$ cat src/rtl/regfile_mp_if.sv
// Decode/writeback-facing bus of the multi-port register file: read ports,
// destination reservation, writeback and pending-count status.
interface regfile_mp_if #(
  parameter int DATA_W = 32,
  parameter int ADDR_W = 5,
  parameter int NUM_RD = 2
);
  logic [NUM_RD*ADDR_W-1:0] rd_addr;
  logic [NUM_RD*DATA_W-1:0] rd_data;
  logic [NUM_RD-1:0]        rd_busy;
  logic                     rsv_valid;
  logic [ADDR_W-1:0]        rsv_addr;
  logic                     rsv_ready;
  logic                     wr_en;
  logic [ADDR_W-1:0]        wr_addr;
  logic [DATA_W-1:0]        wr_data;
  logic [ADDR_W:0]          pend_cnt;

  modport master (
    output rd_addr, rsv_valid, rsv_addr, wr_en, wr_addr, wr_data,
    input  rd_data, rd_busy, rsv_ready, pend_cnt
  );

  modport slave (
    input  rd_addr, rsv_valid, rsv_addr, wr_en, wr_addr, wr_data,
    output rd_data, rd_busy, rsv_ready, pend_cnt
  );
endinterface

$ cat src/rtl/regfile_mp.sv
// Multi-read-port register file with per-register pending-write scoreboard.
// Define RF_BYPASS_EN for same-cycle writeback-to-read forwarding.
module regfile_mp #(
  parameter int DATA_W   = 32,
  parameter int ADDR_W   = 5,
  parameter int NUM_RD   = 2,
  parameter int ZERO_REG = 1
) (
  input  logic         clk,
  input  logic         reset_n,
  regfile_mp_if.slave  bus
);
  localparam int unsigned DEPTH = 2**ADDR_W;
  localparam int unsigned NRD   = NUM_RD;

  logic [DATA_W-1:0]        regs [DEPTH];
  logic [DEPTH-1:0]         pend;
  logic [ADDR_W:0]          cnt;
  logic                     wr_eff;
  logic                     rsv_zero;
  logic                     rsv_ok;
  logic                     rsv_acc;
  logic                     inc;
  logic                     dec;
  logic [NUM_RD*DATA_W-1:0] rd_data_c;
  logic [NUM_RD-1:0]        rd_busy_c;

  always_comb begin
    wr_eff   = bus.wr_en && !((ZERO_REG != 0) && (bus.wr_addr == '0));
    rsv_zero = (ZERO_REG != 0) && (bus.rsv_addr == '0);
    rsv_ok   = bus.rsv_valid &&
               (rsv_zero || !pend[bus.rsv_addr] ||
                (bus.wr_en && (bus.wr_addr == bus.rsv_addr)));
    rsv_acc  = rsv_ok && !rsv_zero;
    inc      = rsv_acc && !pend[bus.rsv_addr];
    // A write whose bit is immediately re-reserved leaves the count unchanged
    dec      = wr_eff && pend[bus.wr_addr] &&
               !(rsv_acc && (bus.rsv_addr == bus.wr_addr));
  end

  always_ff @(posedge clk) begin
    if (!reset_n) begin
      for (int unsigned r = 0; r < DEPTH; r++) begin
        regs[r[ADDR_W-1:0]] <= '0;
      end
      pend <= '0;
      cnt  <= '0;
    end else begin
      if (wr_eff) begin
        regs[bus.wr_addr] <= bus.wr_data;
        pend[bus.wr_addr] <= 1'b0;
      end
      // Later assignment wins, so reserve overrides a same-address write clear
      if (rsv_acc) begin
        pend[bus.rsv_addr] <= 1'b1;
      end
      case ({inc, dec})
        2'b10:   cnt <= cnt + 1'b1;
        2'b01:   cnt <= cnt - 1'b1;
        default: cnt <= cnt;
      endcase
    end
  end

  always_comb begin : read_ports
    logic [ADDR_W-1:0] a;
    logic [DATA_W-1:0] d;
    logic              b;
    rd_data_c = '0;
    rd_busy_c = '0;
    for (int unsigned i = 0; i < NRD; i++) begin
      a = bus.rd_addr[i*ADDR_W +: ADDR_W];
      d = regs[a];
      b = pend[a];
`ifdef RF_BYPASS_EN
      if (wr_eff && (bus.wr_addr == a)) begin
        d = bus.wr_data;
        b = 1'b0;
      end
`endif
      if (!reset_n || ((ZERO_REG != 0) && (a == '0))) begin
        d = '0;
        b = 1'b0;
      end
      rd_data_c[i*DATA_W +: DATA_W] = d;
      rd_busy_c[i]                  = b;
    end
  end

  assign bus.rd_data   = rd_data_c;
  assign bus.rd_busy   = rd_busy_c;
  assign bus.rsv_ready = reset_n && rsv_ok;
  assign bus.pend_cnt  = cnt;
endmodule

$ cat src/flat_wrapper.sv
// flat-port wrapper written by rule: the top's interface ports become plain ports
module regfile_mp_flat 
#(
  parameter int DATA_W   = 32,
  parameter int ADDR_W   = 5,
  parameter int NUM_RD   = 2,
  parameter int ZERO_REG = 1
)
  (clk, reset_n, bus_rd_addr, bus_rsv_valid, bus_rsv_addr, bus_wr_en, bus_wr_addr, bus_wr_data, bus_rd_data, bus_rd_busy, bus_rsv_ready, bus_pend_cnt);
  regfile_mp_if #(.DATA_W(DATA_W), .ADDR_W(ADDR_W), .NUM_RD(NUM_RD)) bus_i ();
  input  logic clk;
  input  logic reset_n;
  input wire logic [$bits(bus_i.rd_addr)-1:0] bus_rd_addr;
  input wire logic [$bits(bus_i.rsv_valid)-1:0] bus_rsv_valid;
  input wire logic [$bits(bus_i.rsv_addr)-1:0] bus_rsv_addr;
  input wire logic [$bits(bus_i.wr_en)-1:0] bus_wr_en;
  input wire logic [$bits(bus_i.wr_addr)-1:0] bus_wr_addr;
  input wire logic [$bits(bus_i.wr_data)-1:0] bus_wr_data;
  output wire logic [$bits(bus_i.rd_data)-1:0] bus_rd_data;
  output wire logic [$bits(bus_i.rd_busy)-1:0] bus_rd_busy;
  output wire logic [$bits(bus_i.rsv_ready)-1:0] bus_rsv_ready;
  output wire logic [$bits(bus_i.pend_cnt)-1:0] bus_pend_cnt;
  assign bus_i.rd_addr = bus_rd_addr;
  assign bus_i.rsv_valid = bus_rsv_valid;
  assign bus_i.rsv_addr = bus_rsv_addr;
  assign bus_i.wr_en = bus_wr_en;
  assign bus_i.wr_addr = bus_wr_addr;
  assign bus_i.wr_data = bus_wr_data;
  assign bus_rd_data = bus_i.rd_data;
  assign bus_rd_busy = bus_i.rd_busy;
  assign bus_rsv_ready = bus_i.rsv_ready;
  assign bus_pend_cnt = bus_i.pend_cnt;
  regfile_mp #(.DATA_W(DATA_W), .ADDR_W(ADDR_W), .NUM_RD(NUM_RD), .ZERO_REG(ZERO_REG)) u_core (.clk(clk), .reset_n(reset_n), .bus(bus_i));
endmodule
$ cat config.mk
export PLATFORM = sky130hd
export DESIGN_NAME = regfile_mp_flat
export DESIGN_NICKNAME = d
export VERILOG_FILES = /design/src/rtl/regfile_mp_if.sv /design/src/rtl/regfile_mp.sv /design/src/flat_wrapper.sv
export SDC_FILE = /design/constraint.sdc
export NUM_CORES = 2
export LEC_CHECK = 0
export ABC_AREA = 0
export CORE_MARGIN = 3
export CORE_UTILIZATION = 35
export DETAILED_ROUTE_END_ITERATION = 10
export DONT_BUFFER_PORTS = 1
export GPL_ROUTABILITY_DRIVEN = 1
export PLACE_DENSITY_LB_ADDON = 0.2
export SLEW_MARGIN = 20
export SYNTH_ARGS = -nofsm -noshare
export SYNTH_HDL_FRONTEND = slang
export SYNTH_SLANG_ARGS = --single-unit
$ cat constraint.sdc
create_clock -name clk -period 5.3 [get_ports clk]
set_clock_uncertainty 0.1 [all_clocks]
set_input_delay 1.06 -clock clk [delete_from_list [all_inputs] [get_ports clk]]
set_output_delay 1.06 -clock clk [all_outputs]
set_load 0.05 [all_outputs]
## After elaboration in Yosys (flattened, before gate mapping)

Memory sizes are Yosys's and may differ from the RTL's.
Cells that the tools add are included.

| word-level totals | value |
|---|---|
| memories kept | 1 |
| input bits | 56 |
| memory bits (writable) | 1024 |
| bits in registers | 38 |
| word-level logic and storage cells | 71 |
| output and inout port bits | 73 |

| operators by class | value |
|---|---|
| add/subtract/negate cells | 2 |
| equality and inequality tests | 4 |
| order comparisons | 6 |
| reductions and logical operators | 26 |
| mux-type cells | 27 |
| bitwise operators | 3 |

Memory list:

| name | depth | bits a word | read ports | clocked after Yosys merged registers in | write ports | line | source |
|---|---|---|---|---|---|---|---|
| u_core.regs | 32 | 32 | 2 | 0 | 32 | regfile_mp.sv:16 | `logic [DATA_W-1:0] regs [DEPTH];` |

Operator list:

| cell | count |
|---|---|
| $mux 32 | 6 |
| $and 32x32->32 | 1 |
| $not 32->32 | 1 |
| $or 32x32->32 | 1 |
| $reduce_or 32->1 | 1 |
| $lt 5x6->1 const B | 4 |
| $bmux 1 s5 | 4 |
| $logic_not 5->1 | 4 |
| $mux 1 | 13 |
| $pmux 6 s2 | 1 |
| $logic_and 1x1->1 | 11 |
| $demux 1 s5 | 2 |
| $eq 5x5->1 | 2 |
| $ge 5x1->1 const B | 2 |
| $add 6x1->6 const B | 1 |
| $sub 6x1->6 const B | 1 |
| $logic_not 1->1 | 5 |
| $mux 5 | 1 |
| $logic_or 1x1->1 | 4 |
| $eq 2x1->1 const B | 1 |
| $eq 2x2->1 const B | 1 |
| $reduce_bool 2->1 | 1 |

## Longest topological paths before layout

| logic depth | value |
|---|---|
| word-level depth | 12 |
| mapped depth | 14 |
| mapped depth without buffers | 12 |

## Worst setup path before layout

No wires, ideal clock.

| timing | value |
|---|---|
| path kind | input-to-reg |
| start | input port bus_wr_addr[3] |
| end | memory u_core.regs[20][0] (enable) |
| stages | 7 |
| data required time | 4.734 ns |
| data arrival time | 4.304 ns |
| setup slack | 0.430 ns |
| setup time | 0.466 ns |
| path buffers | 3 |
| cells stage by stage | buf_2 or3_1 buf_2 nor3b_1 nand2_1 clkbuf_1 o21ai_0 |

RTL lines:

| what | line | source |
|---|---|---|
| from (decl) | flat_wrapper.sv:17 | `input wire logic [$bits(bus_i.wr_addr)-1:0] bus_wr_addr;` |
| to (decl) | regfile_mp.sv:16 |  |

## Worst setup path after layout

| timing | value |
|---|---|
| start | input port bus_rd_addr[5] |
| end | output port bus_rd_data[36] |

| on the way | value |
|---|---|
| word-level cells in the longest chain between the ends | 3 |
| elaborated cells between the ends (all ways) | 4 |
| classes of those cells | mux: 1; reduce/logical: 2; memory: 1 |

Ends and longest elaborated chain:

| what | line | source |
|---|---|---|
| from (decl) | flat_wrapper.sv:13 | `input wire logic [$bits(bus_i.rd_addr)-1:0] bus_rd_addr;` |
| parallel branches: the longest is 2 deep, another holds $mem_v2 32x32 | n/a |  |
| $mux 32 (*) | regfile_mp.sv:81 | `if (!reset_n \|\| ((ZERO_REG != 0) && (a == '0))) begin` |
| to (decl) | flat_wrapper.sv:19 | `output wire logic [$bits(bus_i.rd_data)-1:0] bus_rd_data;` |

Mark *: on every way between the ends.

==> impl_metrics.json <==
{
  "tightest_slew_ps": 1750,
  "htree_levels": 3,
  "ctsHoldBuffers": 0,
  "cts_max_path_buffers": 3,
  "ioPinCount": 129,
  "final_weighted_congestion_in_routability_driven_placement": 0.845,
  "layout.core_utilization_pct": 39.5,
  "grt_start_max_net_pins": 398,
  "relSlewSlack_pct": -16.6,
  "fin_nets": 4077,
  "rsz_0062_raised_after_global_routing": "false",
  "syn_to_final_growth_pct": 11.7,
  "report.final.hold_viol_count": 0,
  "io_buffers": 0,
  "layout-drive-gt1-share_pct": 21.7,
  "max_clock_freq_mhz": 191,
  "floorplan.die.height_um": 412,
  "async_reset_ff_share_pct": 0,
  "cp-end-kind": "primary output",
  "detailedPlacementHpwl_mm": 120,
  "final.period_utilization_pct": 98.6,
  "r2r_setup_slack_ps": 1800,
  "fillers": 15200,
  "cts-resized-gates": 0,
  "totalNegativeSetupSlack_ps": 0,
  "hold_path.class": "primary input to flop",
  "p_leak_nw": 22.4,
  "synth_edf_count": 1024,
  "grt_pass1_wl_mm": 309,
  "cts_made_buffers": 118,
  "synth_top_flop_cell": "sky130_fd_sc_hd__edfxtp_1",
  "critPathKind": "primary input to primary output",
  "synth_top_cell_area_share_pct": 53.3,
  "grt-ovfl-total": 0,
  "cts.repair_timing.setup_buffer_count": 0,
  "ir_worst_vdd_uv": 267,
  "syn-cell-area_um2": 57700,
  "design_power_total_mw": 20.4,
  "detail_route.vias_per_cell": 6.07,
  "die-area_um2": 170000,
  "syn-mean-instance-area_um2": 14.0,
  "fp.dieW_um": 412,
  "report.final.slew_viol_count": 93,
  "clk_transition_reported_paths_ps": 70,
  "detailedRoute.firstIterationViolations": 4893,
  "numPlacedInstances": 6070,
  "number_of_global_route_vias_before_repair": 37600,
  "synthDistinctLibCells": 58,
  "initial_util_pct": 35.3,
  "synth_top_cell_by_area": "sky130_fd_sc_hd__edfxtp_1",
  "fin_crit_ps": 5230,
  "cts.sink_count": 1062,
  "pre_cts_slack_ps": 437,
  "clk_root_buffer_cell": "sky130_fd_sc_hd__clkbuf_16",
  "outcome": "finished with violations",
  "placementRows": 148,
  "required_ps": 4140,
  "worst_skew_pair.late_latency_ps": 770,
  "detail_route.wl_per_cell_um": 35.8,
  "total_wirelength_of_the_detailed_routed_design_mm": 225,
  "post-route-worst-setup-slack_ps": 72.9,
  "floorplan.core_area_um2": 163000,
  "power_density_nw_per_um2": 316,
  "synthTopCellsByArea": "sky130_fd_sc_hd__edfxtp_1, sky130_fd_sc_hd__mux4_2, sky130_fd_sc_hd__and2_1",
  "initial_antenna_violation_count": 17,
  "worstPathMaxFanout": 397,
  "report.final.setup_viol": 0,
  "final-instance-count-excl-fill": 6287,
  "startpoint_type": "primary input",
  "remaining_drc_errors": 0,
  "grt_usage_pct": 26.1,
  "drv_cap": 0,
  "slowest_stage_delay_cp_ps": 810,
  "via_count": 38200,
  "ys.warnings.count": 0,
  "postSynthCellCount": 4130,
  "ant_nets": 0,
  "timing.critical_path.cells": "mux4_2 -> o22ai_1 -> or3b_2 -> a21oi_1 -> buf_4",
  "failing_checks": "slew limit",
  "r2r_cells": 11,
  "postSynthRegisterBits": 1062,
  "share_of_synthesized_area_occupied_by_flip_flops_and_latches_pct": 54.6,
  "tritoncts": "yes",
  "initial_drt_pass_iterations": 5,
  "min_path_cells": 1,
  "critPathSlowestCell": "sky130_fd_sc_hd__mux4_2",
  "critical_path_arrival_ps": 4070
}
==> flip-flops by register name (all words and copies together), names as in the netlist <==
signal / flops
u_core.regs: 1024
u_core.pend: 32
u_core.bus.pend_cnt: 6
==> where the power goes <==
group	internal, mW	leakage, nW	total (mW)	switching [mW]
Combinational	0.972	10.4	2.25	1.28
Clock	4.62	1.85	8.23	3.61
Sequential	9.67	10.1	9.91	0.242
Total	15.3	22.4	20.4	5.13
==> critical path, delay by kind of cell <==
family          cells  cell delay, ps
compound gates      2             530
mux                 1             810
buf+inv             1             290
simple gates        1             550
==> placed cells by master (no fill, tap or decap), types with 30 or more instances in the layout <==
cell type / n
sky130_fd_sc_hd__edfxtp_1: 1024
sky130_fd_sc_hd__buf_4: 162
sky130_fd_sc_hd__o22ai_1: 96
sky130_fd_sc_hd__nor2_4: 30
sky130_fd_sc_hd__or3b_2: 35
sky130_fd_sc_hd__nor2_1: 75
sky130_fd_sc_hd__mux2_2: 36
sky130_fd_sc_hd__clkbuf_16: 119
sky130_fd_sc_hd__conb_1: 32
sky130_fd_sc_hd__a21oi_1: 104
sky130_fd_sc_hd__mux4_2: 359
sky130_fd_sc_hd__o221ai_1: 162
sky130_fd_sc_hd__mux2i_1: 399
sky130_fd_sc_hd__dfxtp_1: 38
sky130_fd_sc_hd__or3_1: 35
sky130_fd_sc_hd__clkinv_2: 38
sky130_fd_sc_hd__and2_1: 994
==> routing by layer <==
metal / routed length, um / track usage [%] / vias to the layer above
met5: 0 / 0 / -
met4: 8720 / 9.48 / 0
met3: 19200 / 4.49 / 405
met2: 104000 / 41.3 / 1931
met1: 92800 / 35.9 / 20200
li1: - / - / 15700
==> cells in the mapped netlist, types with 39 or more instances <==
library cell and number:
sky130_fd_sc_hd__o22ai_1 96, sky130_fd_sc_hd__a211oi_1 39, sky130_fd_sc_hd__buf_2 77, sky130_fd_sc_hd__mux4_2 359
sky130_fd_sc_hd__o221ai_1 162, sky130_fd_sc_hd__clkbuf_1 321, sky130_fd_sc_hd__mux2i_1 399, sky130_fd_sc_hd__and2_1 994
sky130_fd_sc_hd__nor2_1 105, sky130_fd_sc_hd__inv_1 39, sky130_fd_sc_hd__a21oi_1 105, sky130_fd_sc_hd__edfxtp_1 1024
==> metrics by stage <==
step	hold WS, ps	area, um^2
global route	303	64500
finish	309	64500
floorplan	389	57800
CTS	273	64500
detailed placement	440	60700
global placement	430	60700
==> cell families (layout without fill, tap and decap cells) <==
family | Yosys count | count (layout) | share of synthesized area (%)
adder cells (fa/ha/maj) | 6 | 6 | 0.143
flip-flops | 1062 | 1062 | 54.6
multiplexers | 795 | 795 | 21.7
AO/OA/AOI/OAI | 516 | 516 | 6.63
AND/OR/NAND/NOR | 1255 | 1255 | 13.2
XOR/XNOR | 9 | 9 | 0.137
other | 1 | 36 | 0.00650
buffers and inverters | 486 | 433 | 3.62
==> final cells by class <==
cell class	count	area, um^2	share of cell area, %
Multi-Input combinational cell	2613	24800	38.4
Inverter	39	164	0.254
Clock buffer	144	3100	4.81
Antenna cell	4	10.0	0.0155
Tap cell	2175	2720	4.22
Sequential cell	1062	31500	48.9
Clock inverter	69	632	0.980
Timing Repair Buffer	181	1600	2.48
==> worst paths after layout <==
path / from / to
worst min-delay path: reset_n / u_core.bus.pend_cnt[4]
worst max register to register: u_core.pend[5] / u_core.bus.pend_cnt[5]
worst max-delay path: bus_rd_addr[5] / bus_rd_data[36]
worst min register to register: u_core.pend[6] / u_core.pend[6]
Power figures use the tool's default switching activity.
